==> config.mk <==
export PLATFORM = sky130hd
export DESIGN_NAME = hpu_pivot_stream
export DESIGN_NICKNAME = d
export VERILOG_FILES = /design/src/rtl/hpu_pkg.sv /design/src/rtl/hpu_pivot_tree_pipe.sv /design/src/rtl/hpu_pivot_stream.sv
export SDC_FILE = /design/constraint.sdc
export NUM_CORES = 2
export LEC_CHECK = 0
export CORE_ASPECT_RATIO = 0.9
export CORE_UTILIZATION = 61
export CTS_BUF_LIST = sky130_fd_sc_hd__clkbuf_16
export CTS_CLUSTER_DIAMETER = 40
export CTS_CLUSTER_SIZE = 10
export DETAILED_ROUTE_END_ITERATION = 10
export GPL_ROUTABILITY_DRIVEN = 1
export GPL_TIMING_DRIVEN = 0
export PLACE_DENSITY_LB_ADDON = 0.15
export SLEW_MARGIN = 30
export SYNTH_ARGS = -nofsm -noshare
export SYNTH_HDL_FRONTEND = slang
export SYNTH_HIERARCHICAL = 1
export SYNTH_SLANG_ARGS = --single-unit
==> constraint.sdc <==
create_clock -name clk -period 33.7 [get_ports clk]
set_clock_uncertainty 0.1 [all_clocks]
set_input_delay 6.74 -clock clk [delete_from_list [all_inputs] [get_ports clk]]
set_output_delay 6.74 -clock clk [all_outputs]
set_load 0.05 [all_outputs]
==> src/rtl/hpu_pkg.sv <==
// rtl/hpu_pkg.sv - shared node type, FSM states and pivot compare helpers
package hpu_pkg;

    localparam int HPU_DATA_W    = 32;
    localparam int HPU_ROW_IDX_W = 16;

    typedef enum logic [1:0] {
        ST_IDLE,
        ST_RUN,
        ST_DRAIN,
        ST_DONE
    } hpu_state_e;

    typedef struct packed {
        logic                            valid;
        logic [HPU_ROW_IDX_W-1:0]        row;
        logic signed [HPU_DATA_W-1:0]    val;
    } node_t;

    // Unsigned magnitude, so the most negative value maps to 2^(W-1) instead of overflowing.
    function automatic logic [HPU_DATA_W-1:0] hpu_abs(input logic signed [HPU_DATA_W-1:0] v);
        return v[HPU_DATA_W-1] ? (~v + 1'b1) : v;
    endfunction

    function automatic node_t hpu_better(input node_t a, input node_t b);
        logic [HPU_DATA_W-1:0] ma;
        logic [HPU_DATA_W-1:0] mb;
        ma = hpu_abs(a.val);
        mb = hpu_abs(b.val);
        if (!a.valid) return b;
        if (!b.valid) return a;
        if (ma != mb) return (ma > mb) ? a : b;
        return (a.row <= b.row) ? a : b;
    endfunction

endpackage

==> src/rtl/hpu_pivot_tree_pipe.sv <==
// rtl/hpu_pivot_tree_pipe.sv - registered LANES-input pivot reduction tree, one register per level
module hpu_pivot_tree_pipe
    import hpu_pkg::*;
#(
    parameter int LANES = 8
)
(
    input  logic                clk,
    input  logic                rst,
    input  logic                beat_fire,
    input  node_t [LANES-1:0]   lane_nodes,
    output node_t               root,
    output logic                pipe_busy
);

    localparam int L = (LANES > 1) ? $clog2(LANES) : 0;

    // Stage 0 captures the masked beat; level k holds LANES>>k nodes, the rest stay invalid.
    node_t stg_q [0:L][0:LANES-1];
    node_t stg_d [0:L][0:LANES-1];

    always_comb begin
        for (int k = 0; k <= L; k++) begin
            for (int j = 0; j < LANES; j++) begin
                stg_d[k][j] = '0;
            end
        end
        for (int j = 0; j < LANES; j++) begin
            if (beat_fire) begin
                stg_d[0][j] = lane_nodes[j];
            end
        end
        for (int k = 1; k <= L; k++) begin
            for (int j = 0; j < (LANES >> k); j++) begin
                stg_d[k][j] = hpu_better(stg_q[k-1][2*j], stg_q[k-1][2*j+1]);
            end
        end
    end

    always_ff @(posedge clk or posedge rst) begin
        if (rst) begin
            for (int k = 0; k <= L; k++) begin
                for (int j = 0; j < LANES; j++) begin
                    stg_q[k][j] <= '0;
                end
            end
        end else begin
            stg_q <= stg_d;
        end
    end

    always_comb begin
        pipe_busy = 1'b0;
        for (int k = 0; k <= L; k++) begin
            for (int j = 0; j < LANES; j++) begin
                pipe_busy = pipe_busy | stg_q[k][j].valid;
            end
        end
    end

    assign root = stg_q[L][0];

endmodule

==> src/rtl/hpu_pivot_stream.sv <==
// rtl/hpu_pivot_stream.sv - streaming pivot search top; HPU_PIVOT_SINGULAR_EN adds eps/pivot_singular
module hpu_pivot_stream
    import hpu_pkg::*;
#(
    parameter int DATA_W    = HPU_DATA_W,
    parameter int ROW_IDX_W = HPU_ROW_IDX_W,
    parameter int LANES     = 8,
    parameter int CNT_W     = 17
)
(
    input  logic                          clk,
    input  logic                          rst,
    input  logic                          start,
    input  logic [CNT_W-1:0]              num_elems,
    input  logic                          in_valid,
    output logic                          in_ready,
    input  logic [LANES*DATA_W-1:0]       in_val,
    input  logic [LANES*ROW_IDX_W-1:0]    in_row,
    output logic                          out_valid,
    input  logic                          out_ready,
    output logic [ROW_IDX_W-1:0]          pivot_row,
    output logic [DATA_W-1:0]             pivot_value,
    output logic                          pivot_found,
    output logic                          busy
`ifdef HPU_PIVOT_SINGULAR_EN
    ,
    input  logic [DATA_W-1:0]             eps,
    output logic                          pivot_singular
`endif
);

    hpu_state_e             state_q, state_d;
    logic [CNT_W-1:0]       cnt_q, cnt_d;
    logic [CNT_W-1:0]       num_q, num_d;
    node_t                  acc_q, acc_d;
    logic                   out_valid_q, out_valid_d;
    logic                   found_q, found_d;
    logic [ROW_IDX_W-1:0]   row_q, row_d;
    logic [DATA_W-1:0]      value_q, value_d;
`ifdef HPU_PIVOT_SINGULAR_EN
    logic [DATA_W-1:0]      eps_q, eps_d;
    logic                   singular_q, singular_d;
`endif

    node_t [LANES-1:0]      lane_nodes;
    node_t                  root;
    logic                   pipe_busy;
    logic                   beat_fire;
    logic [CNT_W:0]         cnt_sum;

    assign beat_fire = (state_q == ST_RUN) && in_valid;

    // Lanes past the end of the column are marked invalid so they can never win.
    always_comb begin
        for (int i = 0; i < LANES; i++) begin
            lane_nodes[i].val   = in_val[i*DATA_W +: DATA_W];
            lane_nodes[i].row   = in_row[i*ROW_IDX_W +: ROW_IDX_W];
            lane_nodes[i].valid = (({1'b0, cnt_q} + (CNT_W+1)'(i)) < {1'b0, num_q});
        end
    end

    hpu_pivot_tree_pipe #(
        .LANES      (LANES)
    ) u_tree (
        .clk        (clk),
        .rst        (rst),
        .beat_fire  (beat_fire),
        .lane_nodes (lane_nodes),
        .root       (root),
        .pipe_busy  (pipe_busy)
    );

    always_comb begin
        state_d     = state_q;
        cnt_d       = cnt_q;
        num_d       = num_q;
        acc_d       = acc_q;
        out_valid_d = out_valid_q;
        found_d     = found_q;
        row_d       = row_q;
        value_d     = value_q;
`ifdef HPU_PIVOT_SINGULAR_EN
        eps_d       = eps_q;
        singular_d  = singular_q;
`endif
        cnt_sum     = {1'b0, cnt_q} + (CNT_W+1)'(LANES);

        if (root.valid) begin
            acc_d = hpu_better(acc_q, root);
        end

        case (state_q)
            ST_IDLE: begin
                if (start) begin
                    num_d = num_elems;
                    cnt_d = '0;
                    acc_d = '0;
`ifdef HPU_PIVOT_SINGULAR_EN
                    eps_d = eps;
`endif
                    if (num_elems == '0) begin
                        state_d     = ST_DONE;
                        out_valid_d = 1'b1;
                        found_d     = 1'b0;
                        row_d       = '0;
                        value_d     = '0;
`ifdef HPU_PIVOT_SINGULAR_EN
                        singular_d  = 1'b1;
`endif
                    end else begin
                        state_d = ST_RUN;
                    end
                end
            end
            ST_RUN: begin
                if (beat_fire) begin
                    if (cnt_sum >= {1'b0, num_q}) begin
                        cnt_d   = num_q;
                        state_d = ST_DRAIN;
                    end else begin
                        cnt_d = cnt_sum[CNT_W-1:0];
                    end
                end
            end
            ST_DRAIN: begin
                // Empty pipeline means the root has already been folded into acc_q.
                if (!pipe_busy) begin
                    state_d     = ST_DONE;
                    out_valid_d = 1'b1;
                    found_d     = acc_q.valid;
                    row_d       = acc_q.row;
                    value_d     = acc_q.val;
`ifdef HPU_PIVOT_SINGULAR_EN
                    singular_d  = !acc_q.valid || (hpu_abs(acc_q.val) <= eps_q);
`endif
                end
            end
            ST_DONE: begin
                if (out_ready) begin
                    state_d     = ST_IDLE;
                    out_valid_d = 1'b0;
                end
            end
            default: state_d = ST_IDLE;
        endcase
    end

    always_ff @(posedge clk or posedge rst) begin
        if (rst) begin
            state_q     <= ST_IDLE;
            cnt_q       <= '0;
            num_q       <= '0;
            acc_q       <= '0;
            out_valid_q <= 1'b0;
            found_q     <= 1'b0;
            row_q       <= '0;
            value_q     <= '0;
`ifdef HPU_PIVOT_SINGULAR_EN
            eps_q       <= '0;
            singular_q  <= 1'b0;
`endif
        end else begin
            state_q     <= state_d;
            cnt_q       <= cnt_d;
            num_q       <= num_d;
            acc_q       <= acc_d;
            out_valid_q <= out_valid_d;
            found_q     <= found_d;
            row_q       <= row_d;
            value_q     <= value_d;
`ifdef HPU_PIVOT_SINGULAR_EN
            eps_q       <= eps_d;
            singular_q  <= singular_d;
`endif
        end
    end

    assign in_ready    = (state_q == ST_RUN);
    assign busy        = (state_q != ST_IDLE);
    assign out_valid   = out_valid_q;
    assign pivot_found = found_q;
    assign pivot_row   = row_q;
    assign pivot_value = value_q;
`ifdef HPU_PIVOT_SINGULAR_EN
    assign pivot_singular = singular_q;
`endif

endmodule

* Word-level counts from Yosys, hierarchy flattened *
Cells that the tools add are included.

cells by class
  add/subtract/negate cells = 24
  magnitude comparators = 25
  equal/unequal tests = 17
  mux-type cells = 161
  bitwise gates (word level) = 30
  reductions and logical operators = 12

operators with widths
  kind                     number
  $mux W49                 74
  $mux W32                 19
  $add A32 B1 Y32 const B  16
  $not A32 Y32             16
  $gt A32 B32 Y1           8
  $ne A32 B32 Y1           8
  $le A16 B16 Y1           8
  $lt A18 B17 Y1           7
  $add A17 B3 Y18 const B  4
  $pmux W32 S2             1
  $mux W17                 3
  $mux W1                  50
  $mux W16                 3
  $add A17 B2 Y18 const B  2
  $pmux W17 S2             1
  $pmux W16 S2             1
  $add A17 B1 Y18 const B  1
  $add A17 B4 Y18 const B  1
  $ge A18 B17 Y1           1
  $logic_not A17 Y1        1
  $lt A17 B17 Y1           1
  $or A1 B1 Y1             14
  $mux W2                  6
  $reduce_and A5 Y1        2
  14 further kinds         21

storage, ports and cells
  register bits after elaboration = 870
  input port bits = 406
  output and inout port bits = 52

* Logic depth before layout (Yosys ltp) *
  depth after elaboration = 16
  mapped depth = 20

* By module *
Netlist, hierarchy kept.

by module, submodules not included
  module               times used  cells an instance  area an instance (um^2)  sequential area each (um^2)
  hpu_pivot_tree_pipe  1           6080               53229.8                  18392.6
  hpu_pivot_stream     1           1513               12823.5                  3378.2

* Least setup slack after synthesis *
No wires, ideal clock.

  path type = input port to flip-flop
  start = input port num_elems[0]
  end = register row_q[0], in the netlist pivot_row[0]
  library setup time = 0.125 ns
  arrival = 8.541 ns
  data required time = 33.475 ns
  slack = 24.935 ns
  cell stages on the path = 8
  path through = or4_1 -> or4_1 -> a21boi_1 -> nand2_1 -> buf_2 -> buf_2 -> nand2_1 -> o31ai_1

on the way
  word-level cells in the longest chain between the ends = 3

ends and longest elaborated chain
  item                                RTL line                 text
  start, declared                     hpu_pivot_stream.sv:14   input logic [CNT_W-1:0] num_elems,
  $logic_not A17 Y1                   hpu_pivot_stream.sv:101  if (num_elems == '0) begin
  $ne A2 B2 Y1 (no source line)       n/a
  $reduce_and A4 Y1 (no source line)  n/a
  end signal, assigned                hpu_pivot_stream.sv:169  row_q <= row_d;
  end, declared                       hpu_pivot_stream.sv:38   logic [ROW_IDX_W-1:0] row_q, row_d;

Every way passes these cells.
A chain may end at the register's enable or synchronous reset.

* Final worst setup path *
  start = input port num_elems[12]
  end = register value_q[1], in the netlist pivot_value[1]

on the way
  word-level cells in the longest chain between the ends = 3

ends and longest elaborated chain
  item                                RTL line                 text
  $logic_not A17 Y1                   hpu_pivot_stream.sv:101
  $ne A2 B2 Y1 (no source line)       n/a
  $reduce_and A4 Y1 (no source line)  n/a
  end signal, assigned                hpu_pivot_stream.sv:170  value_q <= value_d;
  end, declared                       hpu_pivot_stream.sv:39   logic [DATA_W-1:0] value_q, value_d;

Every way passes these cells.

==> results.sh <==
export IMPL_status="complete, no violations"
export IMPL_post_cts_resize_count=0
export IMPL_path_buf_inv=3
export IMPL_hpwl_mm=180
export IMPL_synthTopCellsByCount="dfrtp_1 (870), o21ai_0 (564), ha_1 (554)"
export IMPL_grt_pass1_wl_mm=360
export IMPL_peakVddDrop_mv=0.0724
export IMPL_synth_edff_count=0
export IMPL_core_area_um2=107000
export IMPL_tightest_slew_ps=1020
export IMPL_worst_hold_slack_ps=382
export IMPL_hold_viol_final=0
export IMPL_cts_sinks=870
export IMPL_period_share_pct=27.7
export IMPL_clkTransAtPathRegs_ps=50
export IMPL_p_per_area_nw_per_um2=97.4
export IMPL_synthTopCellsByArea="dfrtp_1 (33%), ha_1 (10%), xnor2_1 (6.5%)"
export IMPL_grt_pass1_vias=62584
export IMPL_dp_cells=9510
export IMPL_crit_path_start_kind="input port"
export IMPL_slew_violations=0
export IMPL_cts_tree="built"
export IMPL_ant_nets=0
export IMPL_crit_type="in -> reg"
export IMPL_slew_headroom_pct=31.7
export IMPL_grt_ovfl_total=0
export IMPL_cts_made_buffers=133
export IMPL_drtPass1Iterations=9
export IMPL_max_freq_ghz=0.107
export IMPL_die_h_um=314
export IMPL_fin_crit_ps=9340
export IMPL_hold_path_class="reg -> reg"
export IMPL_synthArstFlopShare_pct=100
export IMPL_crit_family="simple AND/OR/NAND/NOR gates"
export IMPL_rows=114
export IMPL_wirelength_mm=234
export IMPL_syn_to_final_growth_pct=16.4
export IMPL_clk_path_buf_depth=3
export IMPL_synth_top_area_share_pct=33.0
export IMPL_start_util_pct=61.5
export IMPL_drc=0
export IMPL_cp_end_kind="flop"
export IMPL_cts_htree_levels=4
export IMPL_fin_area_um2=76900
export IMPL_maxCapViolations=0
export IMPL_multi_input_area_um2=40100
export IMPL_postLayoutCoreUtil_pct=71.6
export IMPL_antenna_found_initial=15
export IMPL_synth_avg_cell_area_um2=8.70
export IMPL_ys_types=85
export IMPL_io_buffers=457
export IMPL_post_dp_cell_area_um2=72700
export IMPL_synth_area_um2=66100
export IMPL_crit_fanout=10
export IMPL_synth_top_area_cell="dfrtp_1"
export IMPL_grt_max_degree=102
export IMPL_arrival_ps=9870
export IMPL_yosysSeqAreaShare_pct=33.0
export IMPL_syn_inst=7593
export IMPL_yosysMostFrequentCell="dfrtp_1"
export IMPL_rsz0062_at_grt="false"
export IMPL_r2r_slack_ps=27140
export IMPL_p_total_uw=7490
export IMPL_drive_above_1_share_pct=3.87
export IMPL_grt_usage_pct=41.8
export IMPL_fill_cells=8301
export IMPL_gp_congestion=1.03
export IMPL_die_width_um=349
export IMPL_dr_total_vias=66015
export IMPL_ios=458
export IMPL_detail_route_wl_per_cell_um=24.1
export IMPL_syn_nets=8553
export IMPL_cp_slowest_cell="nor4_1"
export IMPL_yosysWarningCount=6
export IMPL_drt_iter0_markers=9678
export IMPL_synth_ff_type="dfrtp_1"
export IMPL_path_cells="clkdlybuf4s50_1 -> nor4_1 -> nand3_1 -> or4_1 -> a21boi_1 -> nand2_1 -> buf_2 -> buf_2 -> nand2_1 -> o31ai_1"
export IMPL_setup_viol=0
export IMPL_cp_slowest_stage_delay_ps=840
export IMPL_holdBufCountCts=0
export IMPL_cts_setup_buffers=0
export IMPL_die_area_um2=110000
export IMPL_power_leakage_uw=0.0310
export IMPL_root_buffer="clkbuf_16"
export IMPL_required_ps=34230
export IMPL_clkLatencyLatePin_ps=770
export IMPL_synth_seq_cells=870
export IMPL_routed_via_density=6.79
export IMPL_final_nets=9156
export IMPL_final_cells=9729
export IMPL_seq_area_um2=21800
[final timing paths]
check | from | end | depth (start not counted)
min in group asynchronous | rst | u_tree/stg_q[1393] | 2
min reg2reg | pivot_value[22] | pivot_value[22] | 2
max reg2reg | u_tree/stg_q[738] | u_tree/root[40] | 16
max in group asynchronous | rst | u_tree/stg_q[1069] | 5
min | pivot_value[22] | pivot_value[22] | 2
max | num_elems[12] | pivot_value[1] | 10
[cell usage in the layout (no fill, tap or decap), drive strengths merged, types with 342 or more instances in the layout]
cell type	synthesis	layout
dfrtp	870	870
clkbuf	525	662
o21ai	621	621
ha	554	554
xnor2	488	488
nand2	483	483
inv	434	464
clkdlybuf4s50	0	457
nand3	411	411
and2	396	396
o211ai	354	354
a31oi	342	342
[layout make-up]
type / count / area share [%]
Antenna cell: 3 / 0.00976
Tap cell: 1450 / 2.36
Inverter: 435 / 2.14
Buffer: 629 / 3.38
Timing Repair Buffer: 468 / 6.31
Sequential cell: 870 / 28.3
Clock buffer: 136 / 4.43
Multi-Input combinational cell: 5659 / 52.1
Clock inverter: 79 / 0.955
[sequential cells by signal (all words and copies together), names as in the netlist]
signal,cells
acc_q,49
num_q,17
out_valid,1
u_tree/root,49
state_q,2
cnt_q,17
u_tree/stg_q,686
pivot_row,16
pivot_value,32
pivot_found,1
[worst reg2reg max path: cells and delay by family (launching register included)]
family                     cells  cell delay, ps
and+or+nand+nor                6            2450
AOI/OAI and AO/OA              5            1650
buffers and inverters          3            1140
DFF                            1             460
adders and majority gates      1             280
xor gates and xnor gates       1             180
[stage by stage]
stage / setup slack [ps] / setup TNS [ps]
floorplan: 6240 / 0
global placement: -127 / -30900
detailed placement: 23720 / 0
CTS: 24330 / 0
global route: 24270 / 0
finish: 24360 / 0
[layer usage]
metal  routed length, um  track usage [%]  vias up
li1                    -                -    29250
met1               95300             58.1    31563
met2               98600             61.1     4429
met3               29200             11.0      765
met4               11200             18.6        8
met5                  62                0        -
[where the power goes]
part	switching [uW]	leakage (uW)	internal, uW	total [uW]
Clock	502	0.00206	793	1300
Sequential	362	0.0118	1280	1640
Combinational	3090	0.0171	1460	4550
[logic make-up (layout without fill, tap and decap cells)]
| kind of cell | Yosys count | after routing | share of synthesized area, % |
|---|---|---|---|
| compound gates | 2277 | 2277 | 23.2 |
| simple gates | 2194 | 2194 | 18.4 |
| buf+inv | 1064 | 1747 | 6.39 |
| flops | 870 | 870 | 33.0 |
| xor+xnor | 575 | 575 | 7.62 |
| fa+ha+maj | 554 | 554 | 10.5 |
| mux | 59 | 59 | 0.896 |
| other cells | 0 | 3 | 0 |
(Power assumes the default switching activity.)
